**src/rtl/serial_adder.sv**
```systemverilog
// Bit-serial unsigned adder: A+B one bit per clock, LSB first, with valid/ready handshakes.
// Optional carry-in port enabled by defining SERIAL_ADDER_CIN_EN.

module half_adder (
    input  logic a,
    input  logic b,
    output logic s,
    output logic c
);
    assign s = a ^ b;
    assign c = a & b;
endmodule

module serial_adder #(
    parameter int WIDTH = 8
) (
    input  logic             clk,
    input  logic             rst_n,
    input  logic             in_valid,
    output logic             in_ready,
    input  logic [WIDTH-1:0] A,
    input  logic [WIDTH-1:0] B,
    output logic             out_valid,
    input  logic             out_ready,
    output logic [WIDTH-1:0] S,
    output logic             Cout
`ifdef SERIAL_ADDER_CIN_EN
    ,
    input  logic             Cin
`endif
);
    localparam int CW = $clog2(WIDTH + 1);

    typedef enum logic [1:0] {IDLE, RUN, DONE} state_t;

    state_t           state;
    state_t           state_next;
    logic [WIDTH-1:0] a_sh;
    logic [WIDTH-1:0] b_sh;
    logic [WIDTH-1:0] result;
    logic [WIDTH:0]   result_cat;
    logic             carry;
    logic [CW-1:0]    count;
    logic             half_s;
    logic             half_c;
    logic             sum_bit;
    logic             carry_c;
    logic             carry_next;
    logic             carry_init;
    logic             accept;
    logic             last_bit;

`ifdef SERIAL_ADDER_CIN_EN
    assign carry_init = Cin;
`else
    assign carry_init = 1'b0;
`endif

    // Full-add cell: two half adders plus an OR on their carries.
    half_adder u_ha0 (.a(a_sh[0]), .b(b_sh[0]), .s(half_s),  .c(half_c));
    half_adder u_ha1 (.a(half_s),  .b(carry),   .s(sum_bit), .c(carry_c));

    assign carry_next = half_c | carry_c;
    // Concatenate-then-slice so the right shift also works for WIDTH=1.
    assign result_cat = {sum_bit, result};
    assign last_bit   = (count == CW'(WIDTH - 1));

    always_ff @(posedge clk) begin
        if (!rst_n) begin
            state <= IDLE;
        end else begin
            state <= state_next;
        end
    end

    always_comb begin
        state_next = state;
        in_ready   = 1'b0;
        out_valid  = 1'b0;
        accept     = 1'b0;
        S          = '0;
        Cout       = 1'b0;
        case (state)
            IDLE: begin
                in_ready = 1'b1;
                if (in_valid) begin
                    accept     = 1'b1;
                    state_next = RUN;
                end
            end
            RUN: begin
                if (last_bit) begin
                    state_next = DONE;
                end
            end
            DONE: begin
                out_valid = 1'b1;
                S         = result;
                Cout      = carry;
                if (out_ready) begin
                    state_next = IDLE;
                end
            end
            default: state_next = IDLE;
        endcase
    end

    always_ff @(posedge clk) begin
        if (!rst_n) begin
            a_sh   <= '0;
            b_sh   <= '0;
            result <= '0;
            carry  <= 1'b0;
            count  <= '0;
        end else if (accept) begin
            a_sh   <= A;
            b_sh   <= B;
            result <= '0;
            carry  <= carry_init;
            count  <= '0;
        end else if (state == RUN) begin
            a_sh   <= a_sh >> 1;
            b_sh   <= b_sh >> 1;
            result <= result_cat[WIDTH:1];
            carry  <= carry_next;
            count  <= count + CW'(1);
        end
    end

endmodule

```
**config.mk**
```make
export PLATFORM = sky130hd
export DESIGN_NAME = serial_adder
export DESIGN_NICKNAME = d
export VERILOG_FILES = /design/src/rtl/serial_adder.sv
export SDC_FILE = /design/constraint.sdc
export NUM_CORES = 1
export LEC_CHECK = 0
export CAP_MARGIN = 15
export CORE_ASPECT_RATIO = 0.6
export CORE_MARGIN = 1.5
export CORE_UTILIZATION = 44
export CTS_CLUSTER_DIAMETER = 30
export DETAILED_ROUTE_END_ITERATION = 6
export GPL_TIMING_DRIVEN = 0
export MAX_ROUTING_LAYER = met4
export PLACE_DENSITY = 0.74
export SYNTH_ARGS = -nofsm -noshare
export SYNTH_HDL_FRONTEND = slang
export SYNTH_HIERARCHICAL = 1
export SYNTH_SLANG_ARGS = --single-unit
```
**constraint.sdc**
```tcl
create_clock -name clk -period 1.24 [get_ports clk]
set_input_delay 0.372 -clock clk [delete_from_list [all_inputs] [get_ports clk]]
set_output_delay 0.372 -clock clk [all_outputs]
set_load 0.05 [all_outputs]
```
# Word level (Yosys, flattened, before mapping)
# Index checks and enable logic that the tools add are counted.
# Widths: inputs -> output; s select.
[totals] ff_bits=31 in_bits=20 out_inout_bits=11 word_cells=37
[classes] addsub=1 eq_ne=6 n_mux=14 bitwise=6 reduce_logical=4
[op_table] operator="$mux 8" n=5
[op_table] operator="$mux 2" n=3
[op_table] operator="$ne 2x2->1 const B" n=3
[op_table] operator="$pmux 2 s3" n=1
[op_table] operator="$mux 1" n=5
[op_table] operator="$add 4x1->4 const B" n=1
[op_table] operator="$eq 4x3->1 const B" n=1
[op_table] operator="$reduce_and 3->1" n=1
[op_table] operator="$and 1x1->1" n=2
[op_table] operator="$eq 2x1->1 const B" n=1
[op_table] operator="$eq 2x2->1 const B" n=1
[op_table] operator="$logic_not 2->1" n=1
[op_table] operator="$reduce_bool 2->1" n=1
[op_table] operator="$reduce_or 2->1" n=1
[op_table] operator="$xor 1x1->1" n=2
[op_table] operator="$not 1->1" n=1
[op_table] operator="$or 1x1->1" n=1

# Logic depth before layout (Yosys ltp)
# Gate-level depths: netlist of run 1.
[logic_depth] ltp_word=3 mapped_depth=5 depth_no_buf=4

# By module
# The synthesis of run 1 kept the hierarchy.
[by_module_without_submodules] mod="serial_adder" instances=1 cells_each=154 area_each_um2=1320.0 seq_area_each_um2=620.6
[by_module_without_submodules] mod="half_adder" instances=2 cells_each=1 area_each_um2=12.5 seq_area_each_um2=0.0

# Worst setup path after synthesis of run 1
# OpenSTA, ideal clock, no wires.
[synth_path] kind="register -> output" startpoint="register state[0]" endpoint="output Cout" arrival_ns=1.427 required_ns=0.868 slack_ns=-0.559 stages_incl_launch_ff=5 path_buffers=2 cell_sequence="dfxtp_1 -> buf_6 -> and2b_1 -> buf_2 -> and2_1"
[synth_via] elab_chain_cells=2
[synth_rtl] element="from (decl)" line="36" rtl="state_t state;"
[synth_rtl] element="from (signal assigned)" line="72" rtl="state <= state_next;"
[synth_rtl] element="$eq 2x2->1" line="83" rtl="case (state)"
[synth_rtl] element="$mux 1" line="83"
[synth_rtl] element="to (decl)" line="26" rtl="output logic Cout"
# No other way between the ends.

# Final worst setup path of run 1
[layout_path] startpoint="register state[0]" endpoint="output S[2]"
[layout_via] elab_chain_cells=2
[layout_rtl] element="$eq 2x2->1" line="83"
[layout_rtl] element="$mux 8" line="83"
[layout_rtl] element="to (decl)" line="25" rtl="output logic [WIDTH-1:0] S,"
# No other way between the ends.

==> results.tsv, run 1 <==
stage	metric	value	unit
clocking	clk buf depth	2	
detailed_routing	DRC Markers	0	
clocking	CTS clock-pin slew for the worst setup and hold paths	0.06	ns
final_layout	fin util	75.6	%
grt	largest net degree at the start of global routing	11	
worst_setup_path	CP Capture Type	primary output	
worst_setup_path	Buf/Inv on CP	3	
yosys	register bit total from synthesis	31	
worst_setup_path	crit-path max FO	10	
detailed_routing	DRT Pass-1 Iters	4	
worst_setup_path	Worst setup SP type	flop	
detailed_routing	WL final	4320	µm
sta	relative slew slack	67.8	%
clocking	H-tree levels	2	
yosys	syn_nets	179	
floorplanning	die footprint	3410	µm²
sta	worst-margin pin slew	0.483	ns
power	Clock power frac	34.3	%
sta	final setup fails	42	
grt	grt ovf	0	
run_status	status	finished, violations left	
worst_setup_path	Setup CP Type	reg2out	
min_path	Hold Path Origin	result[1]	
power	Internal	1720	µW
floorplanning	Die Width	74.4	µm
floorplanning	FP Rows	15	
worst_setup_path	flop-to-flop setup slack	-0.39	ns
yosys	Synthesis Warnings	6	
clocking	CTS tree	done	
clocking	clock sinks	31	
power	Power, Total	2330	µW
sta	setup ws final	-0.531	ns
place	GPL Wtd Cong	0.760	
worst_setup_path	slowest stage delay, CP	0.34	ns
detailed_routing	vias post-DR	1406	
min_path	hold-critical path depth	2	
power	worst vdd ir	0.928	mV
worst_setup_path	CP Data Arrival Time	1.40	ns
detailed_routing	routed len/inst	17.2	µm
final_layout	# nets final	232	
place	DP Worst Slack	-0.892	ns
grt	GRT Total Usage	28.5	%
sta	period utilization	143	%
power	PwrDens	1070	nW/µm²
place	Cell Area, Placed	1730	µm²
grt	first-pass GRT wire length	6720	µm
run_status	failing checks	negative setup slack	
floorplanning	starting density of the core	46.5	%
yosys	Seq/Total Area, Yosys	46.1	%
power	Net Sw Frac	26.3	%
detailed_routing	starting DRC count in detailed routing	99	
place	port buffer count	30	
clocking	clk root buf	clkbuf_8	
floorplanning	Core Area	2890	µm²
worst_setup_path	Top cell by count, worst path	buf_8	
worst_setup_path	CP Cell Sequence	buf_6, and2b_1, buf_8, and2_4, buf_8	
sta	Period minus WS final	1.77	ns
worst_setup_path	Reg2Reg Depth	8	
min_path	Hold/Removal Path Class	reg2reg	
worst_setup_path	Worst R2R Start	state[0]	
final_layout	ant diodes	0	
floorplanning	Die H	45.8	µm
place	Cells after DPL	228	
clocking	Num CTS Buffers	5	
flow_run	Max-Cap Viols	0	
min_path	WHS Endpoint	result[0]	
final_layout	Syn-to-layout area delta	62.4	%
power	Comb pwr share	18.9	%
worst_setup_path	Crit-path slowest cell	dfxtp_2	
clocking	clk_lat worst skew	0.28	ns
sta	final clock skew	0.00694	ns
detailed_routing	vias per cell	5.60	
power	Reg power frac	46.8	%
sta	final hold viol count	0	
sta	RSZ-0062 raised after global routing	yes	
yosys	Syn Inst Count	156	
final_layout	fin cells	251	
worst_setup_path	delay-heaviest family, CP	buffers and inverters	
grt	initial antenna violation count	0	
sta	Slew Viols, Final	0	
final_layout	final instance area	2180	µm²
worst_setup_path	Critical R2R Capture	a_sh[2]	
sta	fmax	565	MHz
detailed_routing	Antenna Nets Post-Route	0	
grt	vias in the first global route	1354	
place	DPL Wire Length	2310	µm
yosys	syn avg cell area	8.62	µm²
yosys	distinct cell type count of the synthesized netlist	31	
power	switching power	615	µW
final_layout	layout cells sized above 1	43.5	%
power	Leak	0.000846	µW
yosys	Cell Area, Synth	1350	µm²
floorplanning	io pins	31	
worst_setup_path	critical path data required time	0.87	ns
==> stage by stage <==
stage | setup TNS (ns) | hold slack (ns)
floorplan | -2.00 | 0.434
global placement | -22.33 | 0.447
detailed placement | -23.85 | 0.457
CTS | -13.43 | 0.475
global route | -16.73 | 0.497
finish | -14.89 | 0.477
==> worst max path at each step <==
stage,depth (start not counted),endpoint,startpoint
after floorplan,4,Cout,state[0]
after global placement,5,S[7],state[0]
after detailed placement,5,S[7],state[0]
after CTS,5,S[6],state[0]
after global routing,5,S[7],state[0]
final,5,S[2],state[0]
==> placed cells by master, fill, tap and decap left out, types with 9 or more instances in the layout <==
cell,count
a21oi_1,15
a21oi_2,9
and2_4,9
buf_6,12
buf_8,12
clkdlybuf4s50_1,19
dfxtp_1,29
nand2_1,10
nand2_2,9
o21ai_1,9
o22ai_1,11
==> synth_stat cells <==
cell / instances / share of area [%]
a32oi_1: 1 / 0.65
or4_1: 1 / 0.56
dfxtp_1: 31 / 46
o31ai_1: 1 / 0.56
ha_1: 3 / 2.8
a21oi_1: 24 / 8.9
clkbuf_8: 1 / 1.0
xnor2_1: 2 / 1.3
buf_4: 2 / 1.1
o21bai_1: 1 / 0.56
nand2b_1: 1 / 0.47
buf_6: 1 / 0.84
and2b_1: 2 / 1.1
nor3_1: 2 / 0.74
nand3_1: 1 / 0.37
o22ai_1: 14 / 6.5
inv_1: 4 / 1.1
and3_1: 1 / 0.47
nor2_1: 4 / 1.1
buf_2: 3 / 1.1
nand2_1: 19 / 5.3
nor3b_1: 1 / 0.56
nand3b_1: 1 / 0.56
nand2b_4: 2 / 2.0
nor2b_1: 4 / 1.9
clkbuf_1: 2 / 0.56
o21ba_2: 1 / 0.74
o21ai_0: 14 / 5.2
a22oi_1: 2 / 1.1
and2_1: 9 / 4.2
clkbuf_2: 1 / 0.37
==> what timing repair did <==
action | CTS | global route
pin swaps | 17 | 1
hold endpoints to repair | 0 | 0
gates cloned | 3 | 0
gates resized for setup | 137 | 19
setup buffers | 10 | 3
setup endpoints to repair | 37 | 42
hold buffers | 0 | 0
==> per-layer routing <==
| metal | track usage [%] | part of all wire [%] | up-vias |
|---|---|---|---|
| met5 | - | 0 | - |
| met4 | 12.7 | 1.2 | 0 |
| met3 | 7.74 | 5.7 | 6 |
| met2 | 43.8 | 49 | 53 |
| met1 | 35.4 | 44 | 694 |
| li1 | - | - | 653 |
==> power by group through the flow <==
stage	combinational (µW)	clock, µW	sequential, µW
floorplan	174	0	1090
global placement	273	0	1100
detailed placement	281	0	1100
CTS	393	796	1090
global route	472	863	1100
finish	442	801	1090
==> worst register-to-register path, delay by kind of cell, from the launching register on <==
kind | cells | cell delay, ns
flip-flops | 1 | 0.34
AO/OA/AOI/OAI | 3 | 0.48
buffers and inverters | 5 | 0.67
==> cells by family (layout without fill, tap and decap cells) <==
logic type,after synthesis,count (layout),synth area share [%]
AOI/OAI and AO/OA,58,58,24.3
and+or+nand+nor,48,48,19.3
DFF,31,31,46.1
buffers and inverters,14,67,6.14
adders and majority gates,3,3,2.79
xor gates and xnor gates,2,2,1.30
==> registers in the layout, indices dropped and copies added, names as in the netlist <==
name / cells
count: 4
state: 2
result: 8
b_sh: 8
a_sh: 8
carry: 1
==> cell type report <==
| cell class | instances | area [µm²] |
|---|---|---|
| inverters | 4 | 18.8 |
| clock buffers | 6 | 82.6 |
| plain buffers | 10 | 105 |
| fillers | 199 | 706 |
| repair buffers | 46 | 495 |
| flip-flops and latches | 31 | 626 |
| multi-input cells | 111 | 800 |
| well taps | 42 | 52.6 |
| clock inverters | 1 | 5.00 |
Note: power is estimated with default switching activity, not from simulation.
==> inputs of run 2 (changes only) <==
--- a/config.mk
+++ b/config.mk
@@ -18,3 +18,4 @@
 export SYNTH_HDL_FRONTEND = slang
 export SYNTH_HIERARCHICAL = 1
 export SYNTH_SLANG_ARGS = --single-unit
+export TNS_END_PERCENT = 10
==> run 2 against run 1 <==
Net effect: largest cell class unchanged; power fell by 1.7%; sequential share of layout area increased by 3.0 points; the run still ends with negative setup slack left; largest power group unchanged; sequential cell count unchanged; core utilization is 7.5 points lower.
==> results.tsv, run 2 (synthesis results as in run 1) <==
stage	metric	value	unit	change
detailed_routing	Antenna Nets Post-Route	0		unchanged
sta	period utilization	144	%	+0.70 points
floorplanning	Core Area	2890	µm²	unchanged
detailed_routing	DRT Pass-1 Iters	4		unchanged
worst_setup_path	flop-to-flop setup slack	-0.42	ns	-0.03 ns
floorplanning	io pins	31		unchanged
final_layout	commonest non-fill, non-tap cell in the layout	dfxtp_1		
sta	relative slew slack	67.7	%	-0.12 points
worst_setup_path	Crit-path slowest cell	dfxtp_2		
sta	Slew Viols, Final	0		unchanged
floorplanning	FP Rows	15		unchanged
worst_setup_path	CP Capture Type	primary output		
sta	worst-margin pin slew	0.485	ns	+0.00182 ns
clocking	H-tree levels	2		unchanged
grt	vias in the first global route	1292		-4.6%
floorplanning	Die Width	74.4	µm	unchanged
place	port buffer count	30		unchanged
grt	first-pass GRT wire length	5750	µm	-14%
clocking	clock sinks	31		unchanged
worst_setup_path	slowest stage delay, CP	0.32	ns	-0.02 ns
sta	fmax	562	MHz	-0.49%
grt	grt ovf	0		unchanged
worst_setup_path	CP Cell Sequence	buf_6, and2b_2, clkbuf_16, and2_4, buf_8		
clocking	clk buf depth	2		unchanged
floorplanning	die footprint	3410	µm²	unchanged
final_layout	biggest registers after layout	a_sh (8), b_sh (8), result (8)		
place	DPL Wire Length	2410	µm	+4.0%
clocking	CTS tree	done		
sta	final setup fails	42		unchanged
place	Cell Area, Placed	1730	µm²	unchanged
detailed_routing	DRC Markers	0		unchanged
detailed_routing	routed len/inst	14.8	µm	-14%
power	Leak	0.000762	µW	-9.9%
final_layout	layout cells sized above 1	26.6	%	-17 points
worst_setup_path	Worst R2R Start	state[0]		
worst_setup_path	Critical R2R Capture	count[3]		
detailed_routing	WL final	3560	µm	-18%
worst_setup_path	Buf/Inv on CP	3		unchanged
worst_setup_path	crit-path max FO	5		-5
detailed_routing	wire length on met3	158	µm	-36%
grt	largest net degree at the start of global routing	11		unchanged
sta	Hold WS	0.473	ns	-0.00405 ns
worst_setup_path	critical path data required time	0.87	ns	about the same
clocking	clk_lat worst skew	0.28	ns	about the same
min_path	Hold Path Origin	result[3]		
detailed_routing	starting DRC count in detailed routing	55		-44%
detailed_routing	vias per cell	5.35		-4.4%
final_layout	final instance area	1970	µm²	-9.9%
min_path	WHS Endpoint	result[2]		
worst_setup_path	Setup CP Type	reg2out		
detailed_routing	vias post-DR	1290		-8.3%
final_layout	Syn-to-layout area delta	46.3	%	
detailed_routing	metal2 WL	1690	µm	-21%
floorplanning	Die H	45.8	µm	unchanged
grt	initial antenna violation count	0		unchanged
clocking	Num CTS Buffers	5		unchanged
final_layout	most frequent cells in the layout	29 x dfxtp_1, 24 x a21oi_1, 19 x nand2_1		
final_layout	fill count	230		+16%
grt	GRT Total Usage	23.8	%	-4.6 points
final_layout	ant diodes	0		unchanged
power	worst vdd ir	0.619	mV	-33%
flow_run	Max-Cap Viols	0		unchanged
min_path	hold-critical path depth	2		unchanged
detailed_routing	top routing layer used	met4		
sta	RSZ-0062 raised after global routing	yes		
sta	setup ws final	-0.540	ns	-0.00866 ns
final_layout	# nets final	221		-4.7%
clocking	Hold Buf Count CTS	0		unchanged
power	PwrDens	1170	nW/µm²	+9.1%
detailed_routing	met1 WL	1660	µm	-12%
floorplanning	starting density of the core	46.5	%	unchanged
worst_setup_path	delay-heaviest family, CP	simple AND/OR/NAND/NOR gates		
run_status	status	finished, violations left		
clocking	clk root buf	clkbuf_8		
sta	final hold viol count	0		unchanged
sta	Period minus WS final	1.78	ns	+0.00866 ns
worst_setup_path	CP Data Arrival Time	1.41	ns	about the same
worst_setup_path	Reg2Reg Depth	7		-1
place	GPL Wtd Cong	0.775		+1.9%
min_path	Hold/Removal Path Class	reg2reg		
worst_setup_path	Worst setup SP type	flop		
clocking	CTS clock-pin slew for the worst setup and hold paths	0.07	ns	about the same
sta	final clock skew	0.00423	ns	-0.00271 ns
run_status	failing checks	negative setup slack		
## run 2: changes by cell type in the layout (fill, tap and decap cells not counted), moves of 3 or more
| cell | change |
|---|---|
| nand2_1 | +9 |
| a21oi_1 | +9 |
| buf_4 | -3 |
| o21ai_0 | +4 |
| buf_6 | -9 |
| a21oi_2 | -9 |
| nand2_2 | -9 |
## run 2: cell type report
type,instances,area [µm²],share of cell area [%]
buffer,10,93.8,4.77
clock buffer,8,100,5.09
inverter,4,15.0,0.763
multi-input combinational,111,688,35.0
sequential,31,623,31.7
tap,42,52.6,2.67
timing repair buffer,35,395,20.1
## run 2: layer usage
metal	track usage, %	up-vias
li1	-	634
met5	-	-
met1	28.4	619
met2	37.7	31
met4	11.3	0
met3	6.86	6
## run 2: how the worst max path moves through the flow
stage               depth (start not counted)      from   end
finish                                      5  state[0]  Cout
detailed placement                          4  state[1]  S[7]
CTS                                         5  state[0]  S[5]
global route                                5  state[0]  S[0]
floorplan                                   4  state[0]  Cout
global placement                            5  state[0]  S[7]
## run 2: worst reg2reg max path, stage by stage (launching register included)
cell      delay (ns)
dfxtp_2         0.32
buf_6           0.11
buf_4           0.13
buf_4           0.15
nor3b_1         0.37
nand2b_4        0.24
clkbuf_8        0.17
a21oi_1         0.05
## run 2: power breakdown
part           internal, µW  switching (µW)  total (µW)  leakage, µW
sequential             1050            34.0        1080     0.000255
combinational           168             156         324     0.000455
clock                   506             378         885    0.0000515
total                  1730             568        2290     0.000762
## run 2: timing repair
action / in CTS / in global routing
buffers inserted: 3 / 1
gates resized for setup: 93 / 14
setup endpoints to repair: 37 / 40
cloned: 0 / 1
pin swaps: 7 / 1
## run 2: metrics by stage
step,setup slack (ns),power [µW],util [%],setup TNS (ns),cells
after floorplan,-0.224,1270,-,-2.02,156
after global placement,-0.880,1370,60.0,-22.34,228
after detailed placement,-0.914,1390,60.0,-24.66,228
after CTS,-0.517,2270,66.0,-10.35,239
after global routing,-0.575,2390,68.1,-15.98,241
final,-0.540,2290,68.1,-13.21,241
